### src/rtl/tisc_pkg.sv
// Shared TISC definitions: bus widths, LSU op encodings, LSU state encodings
// and the latched request payload.
package tisc_pkg;

    localparam int unsigned DATA_W = 8;
    localparam int unsigned ADDR_W = 8;
    localparam int unsigned RD_W   = 3;
    localparam int unsigned OP_W   = 2;
    localparam int unsigned ST_W   = 2;

    // Memory op encodings presented by execute
    localparam logic [OP_W-1:0] OP_LOAD  = 2'b00;
    localparam logic [OP_W-1:0] OP_STORE = 2'b01;
    localparam logic [OP_W-1:0] OP_ADD   = 2'b10;
    localparam logic [OP_W-1:0] OP_SWAP  = 2'b11;

    // LSU sequencer states
    localparam logic [ST_W-1:0] ST_IDLE   = 2'd0;
    localparam logic [ST_W-1:0] ST_ACCESS = 2'd1;
    localparam logic [ST_W-1:0] ST_WRITE  = 2'd2;
    localparam logic [ST_W-1:0] ST_RESP   = 2'd3;

    // Request as captured at acceptance
    typedef struct packed {
        logic [OP_W-1:0]   op;
        logic [ADDR_W-1:0] addr;
        logic [DATA_W-1:0] wdata;
        logic [RD_W-1:0]   rd;
    } lsu_req_t;

endpackage

### src/rtl/lsu_if.sv
// Execute/writeback handshake plus the datamem port bundle seen by the LSU.
interface lsu_if;
    import tisc_pkg::*;

    // Request from execute
    logic              req_valid;
    logic              req_ready;
    logic [OP_W-1:0]   req_op;
    logic [ADDR_W-1:0] req_addr;
    logic [DATA_W-1:0] req_wdata;
    logic [RD_W-1:0]   req_rd;

    // Completion to writeback
    logic              resp_valid;
    logic              resp_ready;
    logic [DATA_W-1:0] resp_data;
    logic [RD_W-1:0]   resp_rd;
    logic              resp_we;
    logic              resp_carry;

    // datamem ports
    logic              mem_en;
    logic [ADDR_W-1:0] mem_waddr;
    logic [DATA_W-1:0] mem_wdata;
    logic [ADDR_W-1:0] mem_raddr;
    logic [DATA_W-1:0] mem_rdata;

    // LSU side
    modport slave (
        input  req_valid, req_op, req_addr, req_wdata, req_rd,
        input  resp_ready, mem_rdata,
        output req_ready, resp_valid, resp_data, resp_rd, resp_we, resp_carry,
        output mem_en, mem_waddr, mem_wdata, mem_raddr
    );

    // Execute/writeback/datamem side
    modport master (
        output req_valid, req_op, req_addr, req_wdata, req_rd,
        output resp_ready, mem_rdata,
        input  req_ready, resp_valid, resp_data, resp_rd, resp_we, resp_carry,
        input  mem_en, mem_waddr, mem_wdata, mem_raddr
    );

endinterface

### src/rtl/lsu.sv
// TISC load/store unit: one request at a time, sequences LOAD/STORE and the
// read-modify-write ops ADD and SWAP against datamem, returns a completion.
// All outputs come straight from registers; the next value of every register
// is computed in one combinational block.
module lsu
    import tisc_pkg::*;
(
    input  logic clk,
    input  logic rst_n,
    lsu_if.slave bus
);

    logic [ST_W-1:0]   r_state;
    logic [ST_W-1:0]   w_state;
    lsu_req_t          r_req;
    lsu_req_t          w_req;
    logic [DATA_W-1:0] r_old;
    logic [DATA_W-1:0] w_old;
    logic              r_req_ready;
    logic              w_req_ready;
    logic              r_resp_valid;
    logic              w_resp_valid;
    logic [DATA_W-1:0] r_resp_data;
    logic [DATA_W-1:0] w_resp_data;
    logic              r_resp_we;
    logic              w_resp_we;
    logic              r_resp_carry;
    logic              w_resp_carry;
    logic              r_mem_en;
    logic              w_mem_en;
    logic [DATA_W-1:0] r_mem_wdata;
    logic [DATA_W-1:0] w_mem_wdata;
    logic [DATA_W:0]   w_sum;

    // State and output registers; reset drops any in-flight write at once
    always_ff @(posedge clk or negedge rst_n) begin
        if (!rst_n) begin
            r_state      <= ST_IDLE;
            r_req        <= '0;
            r_old        <= '0;
            r_req_ready  <= 1'b1;
            r_resp_valid <= 1'b0;
            r_resp_data  <= '0;
            r_resp_we    <= 1'b0;
            r_resp_carry <= 1'b0;
            r_mem_en     <= 1'b0;
            r_mem_wdata  <= '0;
        end else begin
            r_state      <= w_state;
            r_req        <= w_req;
            r_old        <= w_old;
            r_req_ready  <= w_req_ready;
            r_resp_valid <= w_resp_valid;
            r_resp_data  <= w_resp_data;
            r_resp_we    <= w_resp_we;
            r_resp_carry <= w_resp_carry;
            r_mem_en     <= w_mem_en;
            r_mem_wdata  <= w_mem_wdata;
        end
    end

    // Next-state and next-output decode; mem_en is a one-cycle pulse that is
    // only ever high while sitting in ACCESS (STORE/SWAP) or WRITE (ADD)
    always_comb begin
        w_state      = r_state;
        w_req        = r_req;
        w_old        = r_old;
        w_req_ready  = r_req_ready;
        w_resp_valid = r_resp_valid;
        w_resp_data  = r_resp_data;
        w_resp_we    = r_resp_we;
        w_resp_carry = r_resp_carry;
        w_mem_en     = 1'b0;
        w_mem_wdata  = r_mem_wdata;
        w_sum        = (DATA_W+1)'(bus.mem_rdata) + (DATA_W+1)'(r_req.wdata);

        case (r_state)
            ST_IDLE: begin
                if (bus.req_valid) begin
                    w_state       = ST_ACCESS;
                    w_req.op      = bus.req_op;
                    w_req.addr    = bus.req_addr;
                    w_req.wdata   = bus.req_wdata;
                    w_req.rd      = bus.req_rd;
                    w_req_ready   = 1'b0;
                    w_mem_wdata   = bus.req_wdata;
                    w_mem_en      = (bus.req_op == OP_STORE) || (bus.req_op == OP_SWAP);
                    w_resp_data   = '0;
                    w_resp_we     = 1'b0;
                    w_resp_carry  = 1'b0;
                end
            end

            ST_ACCESS: begin
                // Read sees pre-write contents: a SWAP write commits at this closing edge
                w_old = bus.mem_rdata;
                case (r_req.op)
                    OP_ADD: begin
                        w_state      = ST_WRITE;
                        w_mem_en     = 1'b1;
                        w_mem_wdata  = w_sum[DATA_W-1:0];
                        w_resp_carry = w_sum[DATA_W];
                    end
                    OP_STORE: begin
                        w_state      = ST_RESP;
                        w_resp_valid = 1'b1;
                        w_resp_data  = '0;
                        w_resp_we    = 1'b0;
                    end
                    default: begin
                        w_state      = ST_RESP;
                        w_resp_valid = 1'b1;
                        w_resp_data  = bus.mem_rdata;
                        w_resp_we    = 1'b1;
                    end
                endcase
            end

            ST_WRITE: begin
                w_state      = ST_RESP;
                w_resp_valid = 1'b1;
                w_resp_data  = r_old;
                w_resp_we    = 1'b1;
            end

            ST_RESP: begin
                if (bus.resp_ready) begin
                    w_state      = ST_IDLE;
                    w_resp_valid = 1'b0;
                    w_req_ready  = 1'b1;
                end
            end

            default: begin
                w_state      = ST_IDLE;
                w_resp_valid = 1'b0;
                w_req_ready  = 1'b1;
            end
        endcase
    end

    assign bus.req_ready  = r_req_ready;
    assign bus.resp_valid = r_resp_valid;
    assign bus.resp_data  = r_resp_data;
    assign bus.resp_rd    = r_req.rd;
    assign bus.resp_we    = r_resp_we;
    assign bus.resp_carry = r_resp_carry;
    assign bus.mem_en     = r_mem_en;
    assign bus.mem_waddr  = r_req.addr;
    assign bus.mem_raddr  = r_req.addr;
    assign bus.mem_wdata  = r_mem_wdata;

endmodule
### src/flat_wrapper.sv
// flat-port wrapper written by rule: the top's interface ports become plain ports
module lsu_flat import tisc_pkg::*;
  (clk, rst_n, bus_req_valid, bus_req_op, bus_req_addr, bus_req_wdata, bus_req_rd, bus_resp_ready, bus_mem_rdata, bus_req_ready, bus_resp_valid, bus_resp_data, bus_resp_rd, bus_resp_we, bus_resp_carry, bus_mem_en, bus_mem_waddr, bus_mem_wdata, bus_mem_raddr);
  lsu_if bus_i ();
  input  logic clk;
  input  logic rst_n;
  input wire logic [$bits(bus_i.req_valid)-1:0] bus_req_valid;
  input wire logic [$bits(bus_i.req_op)-1:0] bus_req_op;
  input wire logic [$bits(bus_i.req_addr)-1:0] bus_req_addr;
  input wire logic [$bits(bus_i.req_wdata)-1:0] bus_req_wdata;
  input wire logic [$bits(bus_i.req_rd)-1:0] bus_req_rd;
  input wire logic [$bits(bus_i.resp_ready)-1:0] bus_resp_ready;
  input wire logic [$bits(bus_i.mem_rdata)-1:0] bus_mem_rdata;
  output wire logic [$bits(bus_i.req_ready)-1:0] bus_req_ready;
  output wire logic [$bits(bus_i.resp_valid)-1:0] bus_resp_valid;
  output wire logic [$bits(bus_i.resp_data)-1:0] bus_resp_data;
  output wire logic [$bits(bus_i.resp_rd)-1:0] bus_resp_rd;
  output wire logic [$bits(bus_i.resp_we)-1:0] bus_resp_we;
  output wire logic [$bits(bus_i.resp_carry)-1:0] bus_resp_carry;
  output wire logic [$bits(bus_i.mem_en)-1:0] bus_mem_en;
  output wire logic [$bits(bus_i.mem_waddr)-1:0] bus_mem_waddr;
  output wire logic [$bits(bus_i.mem_wdata)-1:0] bus_mem_wdata;
  output wire logic [$bits(bus_i.mem_raddr)-1:0] bus_mem_raddr;
  assign bus_i.req_valid = bus_req_valid;
  assign bus_i.req_op = bus_req_op;
  assign bus_i.req_addr = bus_req_addr;
  assign bus_i.req_wdata = bus_req_wdata;
  assign bus_i.req_rd = bus_req_rd;
  assign bus_i.resp_ready = bus_resp_ready;
  assign bus_i.mem_rdata = bus_mem_rdata;
  assign bus_req_ready = bus_i.req_ready;
  assign bus_resp_valid = bus_i.resp_valid;
  assign bus_resp_data = bus_i.resp_data;
  assign bus_resp_rd = bus_i.resp_rd;
  assign bus_resp_we = bus_i.resp_we;
  assign bus_resp_carry = bus_i.resp_carry;
  assign bus_mem_en = bus_i.mem_en;
  assign bus_mem_waddr = bus_i.mem_waddr;
  assign bus_mem_wdata = bus_i.mem_wdata;
  assign bus_mem_raddr = bus_i.mem_raddr;
  lsu u_core (.clk(clk), .rst_n(rst_n), .bus(bus_i));
endmodule
### config.mk
export PLATFORM = sky130hd
export DESIGN_NAME = lsu_flat
export DESIGN_NICKNAME = d
export VERILOG_FILES = /design/src/rtl/tisc_pkg.sv /design/src/rtl/lsu_if.sv /design/src/rtl/lsu.sv /design/src/flat_wrapper.sv
export SDC_FILE = /design/constraint.sdc
export NUM_CORES = 1
export LEC_CHECK = 0
export CORE_AREA = 2 2 86 88
export CTS_BUF_LIST = sky130_fd_sc_hd__clkbuf_2 sky130_fd_sc_hd__clkbuf_4 sky130_fd_sc_hd__clkbuf_8
export DETAILED_ROUTE_END_ITERATION = 8
export DIE_AREA = 0 0 88 90
export PLACE_DENSITY = 0.74
export SETUP_SLACK_MARGIN = 0.1
export SYNTH_ARGS = -nofsm -noshare
export SYNTH_HDL_FRONTEND = slang
export SYNTH_SLANG_ARGS = --single-unit
### constraint.sdc
create_clock -name clk -period 2.2 [get_ports clk]
set_clock_uncertainty 0.2 [all_clocks]
set_input_delay 0.22 -clock clk [delete_from_list [all_inputs] [get_ports clk]]
set_output_delay 0.22 -clock clk [all_outputs]
set_load 0.01 [all_outputs]
==> results.sh <==
export IMPL_clk_pin_slew_ps=90
export IMPL_coreArea_sq_um=7020
export IMPL_synth_most_common_cell="dfrtp_1"
export IMPL_dieHeight_um=90
export IMPL_fp_dieArea_sq_um=7920
export IMPL_max_freq_ghz=0.493
export IMPL_async_reset_ff_frac=1.00
export IMPL_vias=2079
export IMPL_irDropWorstVdd_mv=0.556
export IMPL_critPathRequiredTime_ps=2190
export IMPL_drive_above_1_share=0.266
export IMPL_clock_root_buffer="clkbuf_8"
export IMPL_period_share=0.923
export IMPL_h_tree_depth=2
export IMPL_grtUsageTotal=0.161
export IMPL_cp_arrival_ps=2020
export IMPL_n_antenna_cell=0
export IMPL_synthTopCellsByArea="dfrtp_1, mux2_2, ha_1"
export IMPL_synth_top_cell_by_area="dfrtp_1"
export IMPL_start_util=0.390
export IMPL_cts_tree="done"
export IMPL_status="completed"
export IMPL_ant_nets=0
export IMPL_cellPowerDensity_nw_per_um2=1430
export IMPL_fin_crit_ps=2030
export IMPL_synth_xor_area_share=0.00320
export IMPL_yosys_most_used_dff="dfrtp_1"
export IMPL_drtIter0Drc=91
export IMPL_start_kind="flip-flop"
export IMPL_synth_top_area_frac=0.466
export IMPL_cp_max_fo=3
export IMPL_syn_area_per_cell_sq_um=11.2
export IMPL_tightest_slew_ps=415
export IMPL_gp_congestion=0.859
export IMPL_slew_violations=0
export IMPL_grt_pass1_wl_mm=10.2
export IMPL_synth_seq_cells=52
export IMPL_synth_simple_gate_area_frac=0.0850
export IMPL_synth_compound_area_frac=0.150
export IMPL_rows=31
export IMPL_crit_path_end_kind="flip-flop"
export IMPL_vias_per_cell=4.93
export IMPL_portBuffers=72
export IMPL_p_leak_nw=1.65
export IMPL_hpwl_mm=4.49
export IMPL_die_width_um=88
export IMPL_tns_ps=0
export IMPL_wirelength_mm=5.97
export IMPL_routedWlPerCell_um=14.1
export IMPL_slew_limit_headroom=0.723
export IMPL_final_area_sq_um=3750
export IMPL_cap_violations=0
export IMPL_cts_made_buffers=5
export IMPL_ys_seq_area_frac=0.476
export IMPL_ioPinCount=73
export IMPL_p_total_mw=5.34
export IMPL_synth_mux_area_frac=0.130
export IMPL_hold_class="primary input to flip-flop"
export IMPL_synth_distinct_cells=42
export IMPL_placed_area_sq_um=3580
export IMPL_syn_area_sq_um=2740
export IMPL_rsz0062_at_grt="true"
export IMPL_clk_latency_ps=310
export IMPL_cts_buffer_depth=2
export IMPL_hold_viol_final=0
export IMPL_grt_pass1_vias=2068
export IMPL_cts_sinks=52
export IMPL_antenna_found_initial=0
export IMPL_hold_worst_slack_ps=122
export IMPL_drc=0
export IMPL_grt_max_degree=20
export IMPL_synth_edff_count=0
export IMPL_synth_top_family_by_area="compound AO/OA/AOI/OAI gates"
export IMPL_synth_fp_nets=291
export IMPL_ys_top_cells_by_count="dfrtp_1, mux2_2, buf_4"
export IMPL_crit_type="flip-flop to flip-flop"
export IMPL_yosys_warnings=0
export IMPL_syn_inst=244
export IMPL_setup_viol=0
export IMPL_firstDrtPassIters=4
export IMPL_synthAdderAreaFrac=0.0667
export IMPL_nets=369
export IMPL_grt_overflow=0
export IMPL_synthToLayoutAreaGrowth_pct=36.8
power breakdown:
group	total, mW	switching (mW)	internal, mW	leakage (nW)
Combinational	3.10	1.38	1.72	0.971
Sequential	1.68	0.277	1.40	0.631
Clock	0.564	0.312	0.252	0.0510
per-stage QoR:
stage	std cells	setup slack [ps]	util
2_1_floorplan	244	215	-
3_3_place_gp	411	-251	0.510
3_5_place_dp	411	-276	0.510
4_1_cts	420	57.2	0.527
5_1_grt	422	81.9	0.534
6_report	422	170	0.534
cells in the final DEF (no fill, tap or decap), types with 4 or more instances in the layout:
cell	synthesis	routed
clkdlybuf4s50_1	0	70
dfrtp_1	51	50
mux2_2	29	29
buf_4	19	28
nor2_1	14	14
a21oi_1	13	13
nand2_1	14	13
o21ai_0	11	11
a22o_1	10	10
ha_1	13	10
a32oi_1	8	8
clkbuf_8	0	6
inv_1	6	4
or3_1	4	4
registers in the layout, indices dropped and copies added, names as in the netlist:
signal                 count
u_core.r_state             2
u_core.bus.mem_raddr       8
u_core.bus.resp_carry      1
u_core.bus.req_ready       1
u_core.bus.mem_en          1
u_core.bus.mem_wdata       8
u_core.bus.resp_data       8
u_core.r_req              10
u_core.bus.resp_valid      1
u_core.bus.resp_rd         3
u_core.r_old               8
u_core.bus.resp_we         1
logic make-up after synthesis:
kind of cell / count (synthesis)
mux: 32
compound gates: 59
flops: 52
xor+xnor: 1
simple gates: 48
fa+ha+maj: 14
buf+inv: 38
critical path, cell delays in order, from the launching register on:
cell	delay [ps]
dfrtp_1	390
ha_2	180
inv_2	50
fa_2	190
nor2b_2	50
o31a_1	290
or3_1	320
a31oi_1	170
o31ai_1	80
final timing paths:
check,from,endpoint,slack (ps),cells after the start
setup / recovery,u_core.r_req[3],u_core.bus.resp_carry,170,8
hold / removal,bus_mem_rdata[0],u_core.r_old[0],120,3
setup reg to reg,u_core.r_req[3],u_core.bus.resp_carry,170,8
hold reg to reg,u_core.bus.mem_wdata[2],u_core.bus.mem_wdata[2],280,2
max in group asynchronous,rst_n,u_core.bus.req_ready,990,3
min in group asynchronous,rst_n,u_core.r_req[20],160,2
layout make-up:
class                      instances  area (sq um)
clock buffer                       6          82.6
clock inverter                     2          10.0
fill                             632          3270
inverter                           7          31.3
multi-input combinational        154          1240
sequential                        52          1300
tap                               99           124
timing repair buffer             102           958
repair_timing:
action,4_1_cts,5_1_grt
setup buffers,0,2
pin swaps,2,5
resized for setup,4,11
endpoints found under the setup margin,3,14
hold buffers,1,0
hold endpoints to repair,16,0
routing by layer:
layer,GRT usage,vias up,part of all wire
li1,-,1010,-
met1,0.225,1011,0.46
met2,0.250,52,0.48
met3,0.0349,6,0.043
met4,0.0410,0,0.0095
met5,0,-,0
(Power assumes the default switching activity.)
